==> src/rtl/register_file16.sv <==
// register_file16: eight BITS-wide registers (r7 = PC, r6 = link) with
// active-low per-register load/increment/decrement vectors and four
// combinational read ports.
module register_file16 #(
  parameter int             BITS     = 16,
  parameter logic [BITS-1:0] RESET_PC = '0
) (
  input  logic            CLK,
  input  logic            RSTb,
  input  logic [BITS-1:0] aluOut,
  input  logic [BITS-1:0] memIn,
  input  logic [BITS-1:0] pout,
  input  logic [7:0]      LD_reg_ALUb,
  input  logic [7:0]      LD_reg_Mb,
  input  logic [7:0]      LD_reg_Pb,
  input  logic [7:0]      INCb,
  input  logic [7:0]      DECb,
  input  logic [2:0]      ALU_A_SEL,
  input  logic [2:0]      ALU_B_SEL,
  input  logic            ALU_B_from_inP_b,
  input  logic            M_ENb,
  input  logic [2:0]      M_SEL,
  input  logic [2:0]      MADDR_SEL,
  output logic [BITS-1:0] aluA,
  output logic [BITS-1:0] aluB,
  output logic [BITS-1:0] memOut,
  output logic [BITS-1:0] memAddr,
  output logic [BITS-1:0] pc
);

  localparam logic [BITS-1:0] ONE = {{(BITS-1){1'b0}}, 1'b1};

  logic [BITS-1:0] regs_q [8];
  logic [BITS-1:0] regs_d [8];

  // Flat 8:1 read mux; kept as a single case to stay on the short path
  // into the external ALU.
  function automatic logic [BITS-1:0] read_reg(input logic [2:0] sel,
                                               input logic [BITS-1:0] r0,
                                               input logic [BITS-1:0] r1,
                                               input logic [BITS-1:0] r2,
                                               input logic [BITS-1:0] r3,
                                               input logic [BITS-1:0] r4,
                                               input logic [BITS-1:0] r5,
                                               input logic [BITS-1:0] r6,
                                               input logic [BITS-1:0] r7);
    logic [BITS-1:0] v;
    case (sel)
      3'd0:    v = r0;
      3'd1:    v = r1;
      3'd2:    v = r2;
      3'd3:    v = r3;
      3'd4:    v = r4;
      3'd5:    v = r5;
      3'd6:    v = r6;
      default: v = r7;
    endcase
    return v;
  endfunction

  // Per-register next state: ALU load > memory load > pipeline load >
  // increment/decrement; both or neither of inc/dec means hold.
  always_comb begin
    for (int i = 0; i < 8; i++) begin
      regs_d[i] = regs_q[i];
      if (!LD_reg_ALUb[i])
        regs_d[i] = aluOut;
      else if (!LD_reg_Mb[i])
        regs_d[i] = memIn;
      else if (!LD_reg_Pb[i])
        regs_d[i] = pout;
      else if (!INCb[i] && DECb[i])
        regs_d[i] = regs_q[i] + ONE;
      else if (!DECb[i] && INCb[i])
        regs_d[i] = regs_q[i] - ONE;
    end
  end

  // Register update; synchronous reset overrides every pending update.
  always_ff @(posedge CLK) begin
    if (!RSTb) begin
      for (int i = 0; i < 7; i++) regs_q[i] <= '0;
      regs_q[7] <= RESET_PC;
    end else begin
      for (int i = 0; i < 8; i++) regs_q[i] <= regs_d[i];
    end
  end

  // Combinational read ports; memOut is driven low (not floated) when disabled.
  always_comb begin
    aluA    = read_reg(ALU_A_SEL, regs_q[0], regs_q[1], regs_q[2], regs_q[3],
                       regs_q[4], regs_q[5], regs_q[6], regs_q[7]);
    aluB    = ALU_B_from_inP_b
              ? read_reg(ALU_B_SEL, regs_q[0], regs_q[1], regs_q[2], regs_q[3],
                         regs_q[4], regs_q[5], regs_q[6], regs_q[7])
              : pout;
    memOut  = M_ENb ? '0
              : read_reg(M_SEL, regs_q[0], regs_q[1], regs_q[2], regs_q[3],
                         regs_q[4], regs_q[5], regs_q[6], regs_q[7]);
    memAddr = read_reg(MADDR_SEL, regs_q[0], regs_q[1], regs_q[2], regs_q[3],
                       regs_q[4], regs_q[5], regs_q[6], regs_q[7]);
    pc      = regs_q[7];
  end

endmodule

==> config.mk <==
export PLATFORM = sky130hd
export DESIGN_NAME = register_file16
export DESIGN_NICKNAME = d
export VERILOG_FILES = /design/src/rtl/register_file16.sv
export SDC_FILE = /design/constraint.sdc
export NUM_CORES = 1
export LEC_CHECK = 0
export CORE_MARGIN = 2
export CORE_UTILIZATION = 25
export DETAILED_ROUTE_END_ITERATION = 8
export GPL_ROUTABILITY_DRIVEN = 0
export MAX_ROUTING_LAYER = met4
export PLACE_DENSITY = 0.45
export SYNTH_ARGS = -nofsm -noshare
export SYNTH_HDL_FRONTEND = slang
export SYNTH_SLANG_ARGS = --single-unit
==> constraint.sdc <==
create_clock -name CLK -period 2.8 [get_ports CLK]
set_input_delay 0.42 -clock CLK [delete_from_list [all_inputs] [get_ports CLK]]
set_output_delay 0.42 -clock CLK [all_outputs]
set_load 0.01 [all_outputs]
* After elaboration in Yosys (flattened, before gate mapping)
Memory sizes are Yosys's and may differ from the RTL's. Cells that the tools add are included.
Storage, ports and cells: flip-flop bits (word level) 0, latch bits 0, memory bits (writable) 128, bits in read-only memories 0, output and inout bits 80, logic and storage cells 141, memories 1
Memories:
- regs_q | depth 8, width 16, read ports 8, clocked after Yosys merged registers in 0, write ports 8, RTL line 33 | logic [BITS-1:0] regs_q [8];
Operators by class: add/subtract/negate cells 16, $mul 0, divide/modulo/power cells 0, $lt $le $gt $ge 0, eq/ne operators 24, shift-type cells 0, mux-type cells 56, bitwise logic cells 8, reductions and logical operators 36
Operator list (number):
- $mux W16 | 50
- $pmux W16 S7 | 4
- $add A16 B1 Y16 const B | 8
- $sub A16 B1 Y16 const B | 8
- $eq A3 B3 Y1 const B | 12
- $eq A3 B2 Y1 const B | 8
- $logic_and A1 B1 Y1 | 16
- $logic_not A1 Y1 | 16
- $eq A3 B1 Y1 const B | 4
- $logic_not A3 Y1 | 4
- $or A1 B1 Y1 | 8
- $mux W1 | 2

* Longest topological paths before layout
Gate-level depths: netlist of the first run.
depth after elaboration 8, gate-level depth with buffers 11, gate-level depth less buffers 11

* Worst setup path after synthesis of the first run
Ideal clock, no wire load.
path kind input -> register, from input INCb[6], to memory regs_q[6][11], in the netlist regs_q[1][43], arrival time 2.814 ns, required time 2.724 ns, setup slack -0.090 ns, cell stages on the path 10, path through nand2b_1 ha_1 a211oi_1 o21bai_1 a211oi_1 nand2_1 a31o_2 xnor2_1 or4_1 a21boi_0
RTL lines:
- from (decl) | RTL line 16 | input logic [7:0] INCb,
- to (decl) | RTL line 33

==> metrics, run 1 <==
number of enable flip-flop cells after synthesis=0; port buffer count=183; Async S/R FF share, synth=0%; clk sink count=128; max cap viols=0; Clock Latency Late Sink=0.49 ns; num rows=99; CP Class=register to output pin; die width=274 µm; Design Area, Final=0.0261 mm²; 1st-iter DRT viols=3390; Max Freq=0.358 GHz; DRT Pass-1 Iters=9; CP arrival=2.37 ns; CTS H-Tree Depth=4; biggest registers after layout=regs_q: 128 flops; syn avg cell area=7.31 µm²; Root Driver=clkbuf_16; I/O pin count=184; final WL=117000 µm; area post-placement=0.0246 mm²; VDD IR max=0.000476 V; first-pass GRT wire length=163000 µm; final setup fails=0; cell area after synthesis=0.0183 mm²; CP Buf/Inv Count=2; Slowest-stage cell, CP=clkdlybuf4s50_1; drt wl/cell=29.1 µm; Post-DP HPWL=88900 µm; cell family with most CP delay=buffers and inverters; detailed-route DRC error count=0; CP Max Fanout=5; CTS tree=yes; status=complete, no violations; GRT Util Overall=31.2%; Setup TNS=0 ns; DR vias=24200; Worst EP required=2.38 ns; max reg flops=128; register bit total from synthesis=128; Area Overhead vs Synth=43.2%; Initial Util=25.2%; Post-Syn Nets=2739; core area=0.0726 mm²; Main synth FF type=dfxtp_1; Setup Skew=0.0103 ns; initial antenna violation count=14; RSZ-0062 raised after global routing=yes; Die Ht=274 µm; Yosys warnings=0; Seq/Total Area, Yosys=14.0%; Final Hold Violating Endpoints=0; CP Cell Sequence=buf_4 > o21ai_0 > a31oi_1 > o22a_1 > clkdlybuf4s50_1; Slew headroom=28.1%; Final Util=36.0%; Post-Syn Instances=2499; Pwr Density=425 mW/mm²; area share of the largest cell type after synthesis=14.0%; slowest stage delay, CP=0.58 ns; critical path endpoint category=output pin; Yosys cell types=83; number of hold buffers added after cts=0; Reg clk slew, reported paths=0.06 ns; Final Slew Violations=0; routed vias/inst=6.03; Layout fillers=7611; top post-synthesis cells by area=dfxtp_1 14%, ha_1 8.8%, a21oi_1 6.9%; LEAKAGE=11.5 nW; Tmin final=2.79 ns; total congestion overflow=0; worst slew pin tran=1.07 ns; crit path launch type=register; Num CTS Buffers=17; area leader, netlist=dfxtp_1; Final Worst Setup Slack=0.00709 ns; Largest Register=regs_q; Tcrit/Tclk final=99.7%; Final #Nets=3271; number of global-route vias before repair=22600; remaining antenna violation count=0; Clock Path Buffers=2; DIE AREA=0.0752 mm²; HP Class=primary input to register; Place WS=-0.597 ns; total power=11.1 mW; layout cell share with drive strength beyond 1=28.8%; largest net degree at the start of global routing=51
==> worst paths after layout <==
check | startpoint | to | slack (ns) | cells past startpoint
max | regs_q[1][43] | aluA[11] | 0.007 | 5
min | RSTb | regs_q[0][17] | 0.43 | 2
max reg2reg | regs_q[0][16] | regs_q[0][30] | 0.26 | 10
min reg2reg | regs_q[0][51] | regs_q[0][51] | 0.54 | 1
==> metal layers <==
layer | track usage (%) | share of wire [%] | vias up
met5 | - | 0 | -
met4 | 23.2 | 9.2 | 0
met3 | 7.67 | 11 | 453
met2 | 44.6 | 41 | 1666
met1 | 37.7 | 38 | 11600
li1 | - | - | 10500
==> where the power goes <==
group          internal (mW)  switching (mW)  leakage, nW  total (mW)
logic                   2.86            3.40         10.1        6.26
registers               2.02           0.429         1.09        2.45
clock network           1.42           0.979        0.291        2.40
==> cell families after synthesis <==
group | synth area share, %
simple gates | 16.4
buf+inv | 6.91
xor+xnor | 4.37
flops | 14.0
fa+ha+maj | 9.65
mux | 12.5
compound gates | 36.1
==> timing repair <==
action	in CTS	in global routing
setup buffers	0	5
endpoints found under the setup margin	56	80
pin swaps	19	31
resized for setup	182	113
cloned	3	0
hold endpoints to repair	0	0
==> area by class of cell <==
type | instances | area, µm² | share of cell area [%]
Inverter | 95 | 360 | 1.38
Timing Repair Buffer | 735 | 6240 | 23.9
Clock buffer | 27 | 513 | 1.96
Antenna cell | 13 | 32.5 | 0.124
Tap cell | 959 | 1200 | 4.59
Sequential cell | 128 | 2710 | 10.3
Clock inverter | 5 | 75.1 | 0.287
Multi-Input combinational cell | 2054 | 15000 | 57.4
==> layout by cell type (no fill, tap or decap), types with 35 or more instances in the layout <==
master           Yosys  routed
a211oi_1            71      62
a21o_1              45      45
a21oi_1            251     236
a31oi_1             50      44
buf_4               17     531
clkdlybuf4s50_1      0     129
dfxtp_1            128      54
dfxtp_2              0      54
ha_1               128     124
inv_1               92      90
mux2_2              35      35
mux2i_1             85      83
mux4_2              45      45
nand2_1            186     185
nand3_1             61      59
nor2_1             236     233
o211a_1             35      35
o211ai_1            50      50
o21ai_0            221     203
xnor2_1             68      68
==> cell usage after synthesis (5+ instances only) <==
cell       number
o21ai_0       221
and3_1         11
or4_1           5
a21boi_0        7
a31oi_1        50
nand3_1        61
a221oi_1       31
nand2b_1       25
nor2_1        236
o21bai_1       15
o22a_1          9
fa_1            8
or3_1          24
mux2_2         35
a311oi_1       10
mux4_2         45
o21a_1         24
mux2i_1        85
and2_1          6
clkbuf_1      170
o221ai_1       33
a22oi_1        10
o311ai_0       12
a211oi_1       71
dfxtp_1       128
ha_1          128
a2bb2oi_1      10
inv_1          92
o31ai_1         8
nand4_1        10
o211ai_1       50
xor2_1         23
nor2b_1        33
a21o_1         45
o22ai_1        28
a21oi_1       251
nor3_1         44
buf_1          29
nand2_1       186
o211a_1        35
buf_4          17
xnor2_1        68
o2111ai_1      16
a211o_1        21
==> per-stage QoR <==
step | std cells | hold WS (ns)
after global routing | 4012 | 0.431
after CTS | 3998 | 0.404
after global placement | 3963 | 0.558
after detailed placement | 3963 | 0.556
after floorplan | 2499 | 0.480
final | 4016 | 0.430
Power figures use the tool's default switching activity.
==> run 2, diff against run 1 <==
DONT_BUFFER_PORTS = 1   (was default)
PLACE_DENSITY = 0.42   (was 0.45)
==> run 2 against run 1 <==
Effect of this change:
- power down 17%
- routed wire length down 6.4%
- final cell count down 13%
- first-iteration DRC count down 17%
- count of clock-buffer cells in the layout down 1
- sequential cell count unchanged
- critical path depth down 1
- setup slack better by 0.045 ns
- critical path type unchanged
- largest cell class unchanged
==> metrics, run 2 (same netlist as run 1, synthesis figures left out) <==
CTS H-Tree Depth=4 (unchanged); Area Overhead vs Synth=14.2%; biggest registers after layout=regs_q: 128 flops; Design Area, Final=0.0209 mm² (-20%); Slew headroom=39.9% (+12 points); Worst EP required=2.38 ns (about the same); Tcrit/Tclk final=98.1% (-1.6 points); hold_ws=0.0352 ns (-0.395 ns); Place WS=-0.100 ns (+0.497 ns); Final Slew Violations=0 (unchanged); Max Freq=0.364 GHz (+1.6%); first-pass GRT wire length=151000 µm (-7.7%); detailed-route DRC error count=0 (unchanged); HP Class=primary input to register; clk sink count=128 (unchanged); LEAKAGE=8.66 nW (-25%); Final Worst Setup Slack=0.0523 ns (+0.0452 ns); I/O pin count=184 (unchanged); CP Max Fanout=6 (+1); Num CTS Buffers=17 (unchanged); final WL=109000 µm (-6.4%); GRT Util Overall=29.2% (-2.0 points); DRT Pass-1 Iters=6 (-3); routed vias/inst=6.19 (+2.7%); number of global-route vias before repair=19700 (-13%); Root Driver=clkbuf_16; max cap viols=0 (unchanged); DR vias=21700 (-11%); CP Class=register to output pin; worst slew pin tran=0.893 ns (-0.182 ns); largest net degree at the start of global routing=142 (+180%); final setup fails=0 (unchanged); port buffer count=0 (-100%); Pwr Density=440 mW/mm² (+3.6%); remaining antenna violation count=0 (unchanged); commonest non-fill, non-tap cell in the layout=a21oi_1; Final Util=28.7% (-7.3 points); Reg clk slew, reported paths=0.06 ns (about the same); drt wl/cell=31.3 µm (+7.5%); num rows=99 (unchanged); Post-DP HPWL=79400 µm (-11%); initial antenna violation count=8 (-6); Clock Path Buffers=2 (unchanged); crit path launch type=register; Final #Nets=2755 (-16%); 1st-iter DRT viols=2808 (-17%); Largest Register=regs_q; CP arrival=2.33 ns (-0.04 ns); total congestion overflow=0 (unchanged); Setup Skew=0.0138 ns (+0.00349 ns); RSZ-0062 raised after global routing=no; area post-placement=0.0202 mm² (-18%); Final Hold Violating Endpoints=0 (unchanged); CTS tree=yes; Die Ht=274 µm (unchanged); critical path endpoint category=output pin; core area=0.0726 mm² (unchanged); max reg flops=128 (unchanged); VDD IR max=0.000301 V (-37%); Clock Latency Late Sink=0.52 ns (+0.03 ns); Setup TNS=0 ns (unchanged); die width=274 µm (unchanged); status=complete, no violations; Tmin final=2.75 ns (-0.0452 ns); Initial Util=25.2% (unchanged); most frequent cells in the layout=251 x a21oi_1, 236 x nor2_1, 219 x o21ai_0; DIE AREA=0.0752 mm² (unchanged); layout cell share with drive strength beyond 1=14.1% (-15 points)
[run 2: per-stage QoR]
stage / power, mW / cells
floorplan: 5.40 / 2499
global placement: 6.69 / 3451
detailed placement: 6.73 / 3451
CTS: 9.11 / 3486
global route: 9.63 / 3497
finish: 9.18 / 3499
[run 2: layout make-up]
class	count	area, µm²
diodes	12	30.0
clock buffers	26	499
clock inverters	6	55.1
fillers	7995	51700
inverters	95	360
multi-input cells	2054	14500
flip-flops and latches	128	2570
well taps	959	1200
repair buffers	219	1680
[run 2: worst max-delay path: stages (launching register included)]
cell      delay (ns)
dfxtp_1         0.60
mux2_2          0.24
o22ai_1         0.08
a211oi_1        0.64
buf_4           0.25
[run 2: final timing paths]
kind                            slack, ns            end  cells past startpoint            from
worst min-delay path                 0.04  regs_q[0][15]                      1  LD_reg_ALUb[0]
worst min register to register       0.60  regs_q[0][17]                      1   regs_q[0][17]
worst max-delay path                 0.05    memAddr[14]                      4   regs_q[0][62]
worst max register to register       0.19  regs_q[0][58]                     11   regs_q[0][49]
[run 2: what timing repair did]
item,CTS,global route
setup endpoints to repair,4,5
setup buffers,0,1
gates resized for setup,5,5
hold buffers,3,0
endpoints found under the hold margin,4,0
[run 2: where the power goes]
group | leakage, nW | internal, mW | switching (mW)
Clock | 0.278 | 1.30 | 1.04
Sequential | 1.07 | 2.00 | 0.384
Combinational | 7.31 | 2.03 | 2.42
Total | 8.66 | 5.33 | 3.85
[run 2: per-layer routing]
layer  GRT usage (%)  wire length (µm)
met4            20.2              8500
met2            41.8             46400
met5               -                 0
met3            7.99             11200
met1            35.3             43300
